File: src/rtl/display_sequencer.sv
// Character sequencer for the Bulls & Cows display: static text per game state,
// latched result digits with a timed hold, WIN blinking and the FIM scrolling banner.
module display_sequencer #(
  parameter int unsigned NUM_DIGITS    = 8,
  parameter int unsigned BLINK_CYCLES  = 25_000_000,
  parameter int unsigned SCROLL_CYCLES = 12_500_000,
  parameter int unsigned HOLD_CYCLES   = 100_000_000
) (
  input  logic                     clock,
  input  logic                     reset,
  input  logic [2:0]               state,
  input  logic                     winner,
  input  logic [3:0]               bulls,
  input  logic [3:0]               cows,
  input  logic                     result_valid,
  output logic [NUM_DIGITS*6-1:0]  d,
  output logic                     hold_done,
  output logic                     busy
);

  localparam int unsigned CW       = 6;
  localparam int unsigned DW       = NUM_DIGITS * CW;
  localparam int unsigned TEXT_LEN = 8;
  localparam int unsigned RING_LEN = 12;
  localparam int unsigned BCW      = (BLINK_CYCLES > 1) ? $clog2(BLINK_CYCLES) : 1;
  localparam int unsigned SCW      = (SCROLL_CYCLES > 1) ? $clog2(SCROLL_CYCLES) : 1;
  localparam int unsigned HCW      = $clog2(HOLD_CYCLES + 1);

  localparam logic [2:0] ST_SECRET_J1 = 3'd0;
  localparam logic [2:0] ST_SECRET_J2 = 3'd1;
  localparam logic [2:0] ST_GUESS_J1  = 3'd2;
  localparam logic [2:0] ST_GUESS_J2  = 3'd3;
  localparam logic [2:0] ST_RESULT_J1 = 3'd4;
  localparam logic [2:0] ST_RESULT_J2 = 3'd5;
  localparam logic [2:0] ST_WIN       = 3'd6;
  localparam logic [2:0] ST_FIM       = 3'd7;

  localparam logic [CW-1:0] C_BLANK = 6'b100000;
  localparam logic [CW-1:0] C_J = 6'b001011;
  localparam logic [CW-1:0] C_S = 6'b000101;
  localparam logic [CW-1:0] C_E = 6'b001110;
  localparam logic [CW-1:0] C_T = 6'b000111;
  localparam logic [CW-1:0] C_U = 6'b001100;
  localparam logic [CW-1:0] C_P = 6'b001101;
  localparam logic [CW-1:0] C_G = 6'b000110;
  localparam logic [CW-1:0] C_B = 6'b001000;
  localparam logic [CW-1:0] C_L = 6'b001001;
  localparam logic [CW-1:0] C_Y = 6'b000100;
  localparam logic [CW-1:0] C_A = 6'b001010;
  localparam logic [CW-1:0] C_O = 6'b001111;
  localparam logic [CW-1:0] C_V = 6'b010000;
  localparam logic [CW-1:0] C_F = 6'b010001;
  localparam logic [CW-1:0] C_I = 6'b010010;
  localparam logic [CW-1:0] C_M = 6'b010011;

  function automatic logic [CW-1:0] digit_code(input logic [3:0] n);
    return {2'b11, n};
  endfunction

  function automatic logic [3:0] sat9(input logic [3:0] n);
    return (n > 4'd9) ? 4'd9 : n;
  endfunction

  logic [2:0]     state_q;
  logic [3:0]     b_q, c_q, b_nxt, c_nxt;
  logic [HCW-1:0] hold_cnt, hold_nxt;
  logic           busy_nxt, done_nxt;
  logic [BCW-1:0] blink_cnt, blink_cnt_nxt;
  logic           blink_on, blink_on_nxt;
  logic [SCW-1:0] scroll_cnt, scroll_cnt_nxt;
  logic [3:0]     k_q, k_nxt;
  logic [DW-1:0]  d_nxt;
  logic           state_chg, in_result;
  logic [4:0]     idx;
  logic [CW-1:0]  jn, win_dig;
  logic [CW-1:0]  ch   [TEXT_LEN];
  logic [CW-1:0]  ring [RING_LEN];

  assign state_chg = (state != state_q);
  assign in_result = (state == ST_RESULT_J1) || (state == ST_RESULT_J2);

  // Result latch and hold timer; a restart takes priority over expiry
  always_comb begin
    b_nxt    = b_q;
    c_nxt    = c_q;
    hold_nxt = hold_cnt;
    busy_nxt = busy;
    done_nxt = 1'b0;
    if (result_valid && in_result) begin
      b_nxt    = sat9(bulls);
      c_nxt    = sat9(cows);
      hold_nxt = HCW'(HOLD_CYCLES);
      busy_nxt = 1'b1;
      done_nxt = (HOLD_CYCLES == 32'd1);
    end else if (busy && !in_result) begin
      busy_nxt = 1'b0;
    end else if (busy) begin
      if (hold_cnt == HCW'(1)) begin
        busy_nxt = 1'b0;
      end else begin
        hold_nxt = hold_cnt - HCW'(1);
        done_nxt = (hold_cnt == HCW'(2));
      end
    end
  end

  // Blink and scroll dividers, restarted on every state change
  always_comb begin
    blink_cnt_nxt  = blink_cnt;
    blink_on_nxt   = blink_on;
    scroll_cnt_nxt = scroll_cnt;
    k_nxt          = k_q;
    if (state_chg) begin
      blink_cnt_nxt  = '0;
      blink_on_nxt   = 1'b1;
      scroll_cnt_nxt = '0;
      k_nxt          = 4'd0;
    end else if (state == ST_WIN) begin
      if (blink_cnt == BCW'(BLINK_CYCLES - 1)) begin
        blink_cnt_nxt = '0;
        blink_on_nxt  = !blink_on;
      end else begin
        blink_cnt_nxt = blink_cnt + BCW'(1);
      end
    end else if (state == ST_FIM) begin
      if (scroll_cnt == SCW'(SCROLL_CYCLES - 1)) begin
        scroll_cnt_nxt = '0;
        k_nxt          = (k_q == 4'd11) ? 4'd0 : k_q + 4'd1;
      end else begin
        scroll_cnt_nxt = scroll_cnt + SCW'(1);
      end
    end
  end

  // Character selection for the next display word
  always_comb begin
    jn      = state[0] ? digit_code(4'd2) : digit_code(4'd1);
    win_dig = winner ? digit_code(4'd2) : digit_code(4'd1);
    ring    = '{C_F, C_I, C_M, C_BLANK, C_J, win_dig, C_BLANK, C_B, C_U, C_L, C_L, C_S};
    idx     = '0;
    for (int i = 0; i < TEXT_LEN; i++) ch[i] = C_BLANK;
    case (state)
      ST_SECRET_J1, ST_SECRET_J2:
        ch = '{C_J, jn, C_BLANK, C_S, C_E, C_T, C_U, C_P};
      ST_GUESS_J1, ST_GUESS_J2:
        ch = '{C_J, jn, C_BLANK, C_G, C_U, C_E, C_S, C_S};
      ST_RESULT_J1, ST_RESULT_J2:
        ch = '{digit_code(b_nxt), C_BLANK, C_T, C_O, digit_code(c_nxt), C_BLANK, C_V, C_A};
      ST_WIN:
        if (blink_on_nxt) ch = '{C_B, C_U, C_L, C_L, C_S, C_E, C_Y, C_E};
      ST_FIM:
        for (int i = 0; i < TEXT_LEN; i++) begin
          idx = 5'(k_nxt) + 5'(i);
          if (idx >= 5'd12) idx = idx - 5'd12;
          ch[i] = ring[idx[3:0]];
        end
      default: ;
    endcase
    d_nxt = {NUM_DIGITS{C_BLANK}};
    for (int i = 0; i < TEXT_LEN; i++) d_nxt[i*CW +: CW] = ch[i];
  end

  always_ff @(posedge clock or posedge reset) begin
    if (reset) begin
      state_q    <= ST_SECRET_J1;
      b_q        <= 4'd0;
      c_q        <= 4'd0;
      hold_cnt   <= '0;
      busy       <= 1'b0;
      hold_done  <= 1'b0;
      blink_cnt  <= '0;
      blink_on   <= 1'b1;
      scroll_cnt <= '0;
      k_q        <= 4'd0;
      d          <= {NUM_DIGITS{C_BLANK}};
    end else begin
      state_q    <= state;
      b_q        <= b_nxt;
      c_q        <= c_nxt;
      hold_cnt   <= hold_nxt;
      busy       <= busy_nxt;
      hold_done  <= done_nxt;
      blink_cnt  <= blink_cnt_nxt;
      blink_on   <= blink_on_nxt;
      scroll_cnt <= scroll_cnt_nxt;
      k_q        <= k_nxt;
      d          <= d_nxt;
    end
  end

endmodule
File: config.mk
export PLATFORM = sky130hd
export DESIGN_NAME = display_sequencer
export DESIGN_NICKNAME = d
export VERILOG_FILES = /design/src/rtl/display_sequencer.sv
export SDC_FILE = /design/constraint.sdc
export NUM_CORES = 1
export LEC_CHECK = 0
export ABC_CLOCK_PERIOD_IN_PS = 4600
export BUFFER_PORTS_ARGS = -buffer_cell sky130_fd_sc_hd__buf_2
export CORE_MARGIN = 1.5
export CORE_UTILIZATION = 55
export DETAILED_ROUTE_END_ITERATION = 7
export HOLD_SLACK_MARGIN = 0.1
export PLACE_DENSITY = 0.77
export SYNTH_ARGS = -nofsm -noshare
export SYNTH_HDL_FRONTEND = slang
export SYNTH_SLANG_ARGS = --single-unit
File: constraint.sdc
create_clock -name clock -period 4.6 [get_ports clock]
set_input_delay 0.23 -clock clock [delete_from_list [all_inputs] [get_ports clock]]
set_output_delay 0.23 -clock clock [all_outputs]
set_load 0.02 [all_outputs]
==> flow_summary.toml <==
[run_status]
status = "finished clean"

[pwr]
p_per_area_nw_per_um2 = 310.7
pwr-share-comb = 0.093
p_leak_nw = 4.078
clockPowerShare = 0.454
switching_share = 0.2605
power_switching_uw = 771.8
vdd_drop_max_mv = 0.2847
internal_power_mw = 2.191
seq_power_share = 0.453

[clock_tree]
cts_tree = "built"
clk_latency_ns = 0.42
cts_sinks = 142
ctsLongestPathBuffers = 2
cts_root_buffer = "clkbuf_16"
clkTransAtPathRegs_ns = 0.06
ctsHtreeMaxLevel = 4
cts_made_buffers = 17

[timing]
finalWorstSetupSlack_ns = 0.2216
slew_violations = 0
period_minus_slack_ns = 4.378
period_share = 0.9518
slew_headroom = 0.3338
hold_viol_final = 0
tightestPinTransition_ns = 0.9956
final-setup-viol-count = 0
fin_skew_ns = 0.008918
fmax_ghz = 0.2284

[place]
dp_cells = 1148
dp_hpwl_um = 15000
gp_congestion = 0.9919
preCtsSetupSlack_ns = 0.2176
placed_area_um2 = 8867
portBuffers = 64

[grt]
track_usage = 0.2753
grt_first_pass_wirelength_um = 34690
antenna_found_initial = 0
grt_overflow = 0
grt_max_degree = 102
grt_pass1_vias = 6846

[worst_setup_path]
cp-end-kind = "register"
slowest_stage = "or4b_2"
reg2reg_depth = 15
required_ns = 4.94
cp_max_fo = 6
cp_slowest_stage_delay_ns = 0.59
cp-start-kind = "register"
r2r-end = "d[43]$_DFF_PP0_"
crit_type = "reg2reg"
worstPathArrival_ns = 4.72
rrSetupSlack_ns = 0.22
reg2reg_from = "scroll_cnt[0]$_DFFE_PP0P_"
crit_chain = "ha_1, and4_4, nand4_1, o31ai_2, a21o_1, ha_2, or4b_2, o211ai_1, xor2_2, ha_1, a211oi_1, nor2_1, a21o_1, a221o_1, a211oi_2"

[floorplanning]
row_count = 44
die_w_um = 126.3
initial_core_util = 0.5690
boundaryPins = 65
die_area_um2 = 15960
fp.dieH_um = 126.3
core_area_um2 = 14700

[finish]
fin_cells = 1188
diodes = 0
post-route-cell-area_um2 = 9537
syn_to_final_growth_pct = 14.02
drive_above_1_share = 0.1693
layout.nets = 1034
fillers = 1232

[route]
vias = 7271
antenna_left = 0
wl_per_cell_um = 17.84
wl_um = 21190
first_iter_violations = 729
post-route-drc-count = 0
dr.pass1.iters = 6
viasPerCell = 6.120

[flow_run]
cap_violations = 0

[yosys]
synth_cells = 918
syn_area_per_cell_um2 = 9.111
async_flop_share = 1.000
yosys_warnings = 0
syn_nets = 961
yosysSeqAreaShare = 0.4262
synth.distinct_cells = 95
synth-main-ff-cell = "dfrtp_1"
synth_edf_count = 0
syn_area_um2 = 8364
ys_ff_latch = 142

[worst_hold_path]
hold_class = "in2reg"
min_to = "b_q[0]$_DFF_PP0_"
holdCritStartpoint = "bulls[0]"
hold_depth = 2
worst max path at each step:
stage / startpoint / to / slack (ns) / cells after the start
floorplan: scroll_cnt[0]$_DFFE_PP0P_ / d[7]$_DFF_PP0_ / 0.16 / 19
global placement: scroll_cnt[0]$_DFFE_PP0P_ / d[43]$_DFF_PP0_ / 0.38 / 15
detailed placement: scroll_cnt[0]$_DFFE_PP0P_ / d[43]$_DFF_PP0_ / 0.22 / 15
CTS: scroll_cnt[0]$_DFFE_PP0P_ / d[43]$_DFF_PP0_ / 0.18 / 15
global route: scroll_cnt[0]$_DFFE_PP0P_ / d[43]$_DFF_PP0_ / -0.03 / 15
finish: scroll_cnt[0]$_DFFE_PP0P_ / d[43]$_DFF_PP0_ / 0.22 / 15
placed cells by master, fill, tap and decap left out, types with 7 or more instances in the layout:
| cell type | netlist | layout |
|---|---|---|
| dfstp_2 | 9 | 9 |
| o211ai_1 | 8 | 8 |
| a22oi_1 | 7 | 7 |
| dlygate4sd3_1 | 0 | 7 |
| nor4_1 | 8 | 8 |
| ha_1 | 28 | 27 |
| inv_1 | 29 | 28 |
| buf_4 | 5 | 28 |
| xor2_1 | 28 | 28 |
| o21ai_0 | 62 | 62 |
| xnor2_1 | 31 | 31 |
| a211oi_1 | 9 | 9 |
| nand3_1 | 23 | 22 |
| a21oi_1 | 49 | 49 |
| a31oi_1 | 7 | 7 |
| nand4_1 | 17 | 17 |
| mux2i_1 | 11 | 11 |
| or3_1 | 25 | 25 |
| clkbuf_16 | 0 | 17 |
| nand2_1 | 100 | 100 |
| buf_2 | 6 | 64 |
| nor2_1 | 98 | 98 |
| a21o_1 | 8 | 8 |
| dfrtp_1 | 133 | 133 |
| nor3_1 | 30 | 30 |
| and3_1 | 15 | 15 |
power groups by stage:
stage / logic, mW / clock network [mW] / registers (mW)
after CTS: 0.277 / 1.37 / 1.34
after detailed placement: 0.270 / 0 / 1.36
after global routing: 0.306 / 1.42 / 1.35
after global placement: 0.266 / 0 / 1.36
final: 0.277 / 1.34 / 1.34
after floorplan: 0.154 / 0 / 1.39
logic make-up (layout without fill, tap and decap cells):
kind of cell | count (synthesis) | in the layout | synth area share
xor+xnor | 63 | 63 | 0.06956
compound gates | 218 | 218 | 0.1707
flops | 142 | 142 | 0.4262
simple gates | 372 | 372 | 0.2251
buf+inv | 78 | 164 | 0.04532
mux | 17 | 17 | 0.02124
fa+ha+maj | 28 | 28 | 0.04189
layout make-up:
cell class / count / area [um^2] / share of cell area
Inverter: 33 / 128.9 / 0.01351
Timing Repair Buffer: 99 / 600.6 / 0.06298
Tap cell: 184 / 230.2 / 0.02414
Multi-Input combinational cell: 698 / 4441 / 0.4656
Clock inverter: 14 / 142.6 / 0.01496
Clock buffer: 18 / 429.2 / 0.04500
Sequential cell: 142 / 3565 / 0.3738
layer usage:
metal	global-route usage	vias to the layer above	wire (um)
met5	0	-	0
met4	0.1122	0	671
li1	-	3450	-
met3	0.05525	53	1384
met1	0.3760	3478	9349
met2	0.4337	290	9784
critical path, delay by kind of cell, from the launching register on:
family	cells	cell delay, ns
AOI/OAI and AO/OA	7	1.84
and+or+nand+nor	4	1.15
adders and majority gates	3	0.72
DFF	1	0.42
xor gates and xnor gates	1	0.17
synth_stat cells (9+ instances only):
library cell	n	area share
clkbuf_1	22	0.0099
nor2_1	98	0.044
nand4_1	17	0.013
or3_1	25	0.019
a211oi_1	9	0.0081
dfstp_2	9	0.028
nand2_1	100	0.045
mux2i_1	11	0.013
xor2_1	28	0.029
inv_1	29	0.013
xnor2_1	31	0.032
and3_1	15	0.011
ha_1	28	0.042
dfrtp_1	133	0.40
nand3_1	23	0.014
o21ai_0	62	0.037
a21oi_1	49	0.029
nor3_1	30	0.018
repair_timing:
action                     in CTS  in global routing
setup buffers                   0                  1
setup endpoints to repair       0                  4
hold endpoints to repair      104                  0
hold buffers                    7                  0
resized for setup               0                  6
stage by stage:
stage,setup TNS (ns),util,total power [mW],hold slack (ns)
2_1_floorplan,0,-,1.544,0.2614
3_3_place_gp,0,0.6033,1.628,0.4513
3_5_place_dp,0,0.6033,1.634,0.4604
4_1_cts,0,0.6469,2.986,0.1049
5_1_grt,-0.03151,0.6488,3.074,0.1110
6_report,0,0.6488,2.963,0.1241
sequential cells by signal (all words and copies together) (netlist names):
register	count
b_q	4
blink_cnt	25
blink_on	1
busy	1
c_q	4
d	48
hold_cnt	27
hold_done	1
k_q	4
scroll_cnt	24
state_q	3
Power figures use the tool's default switching activity.
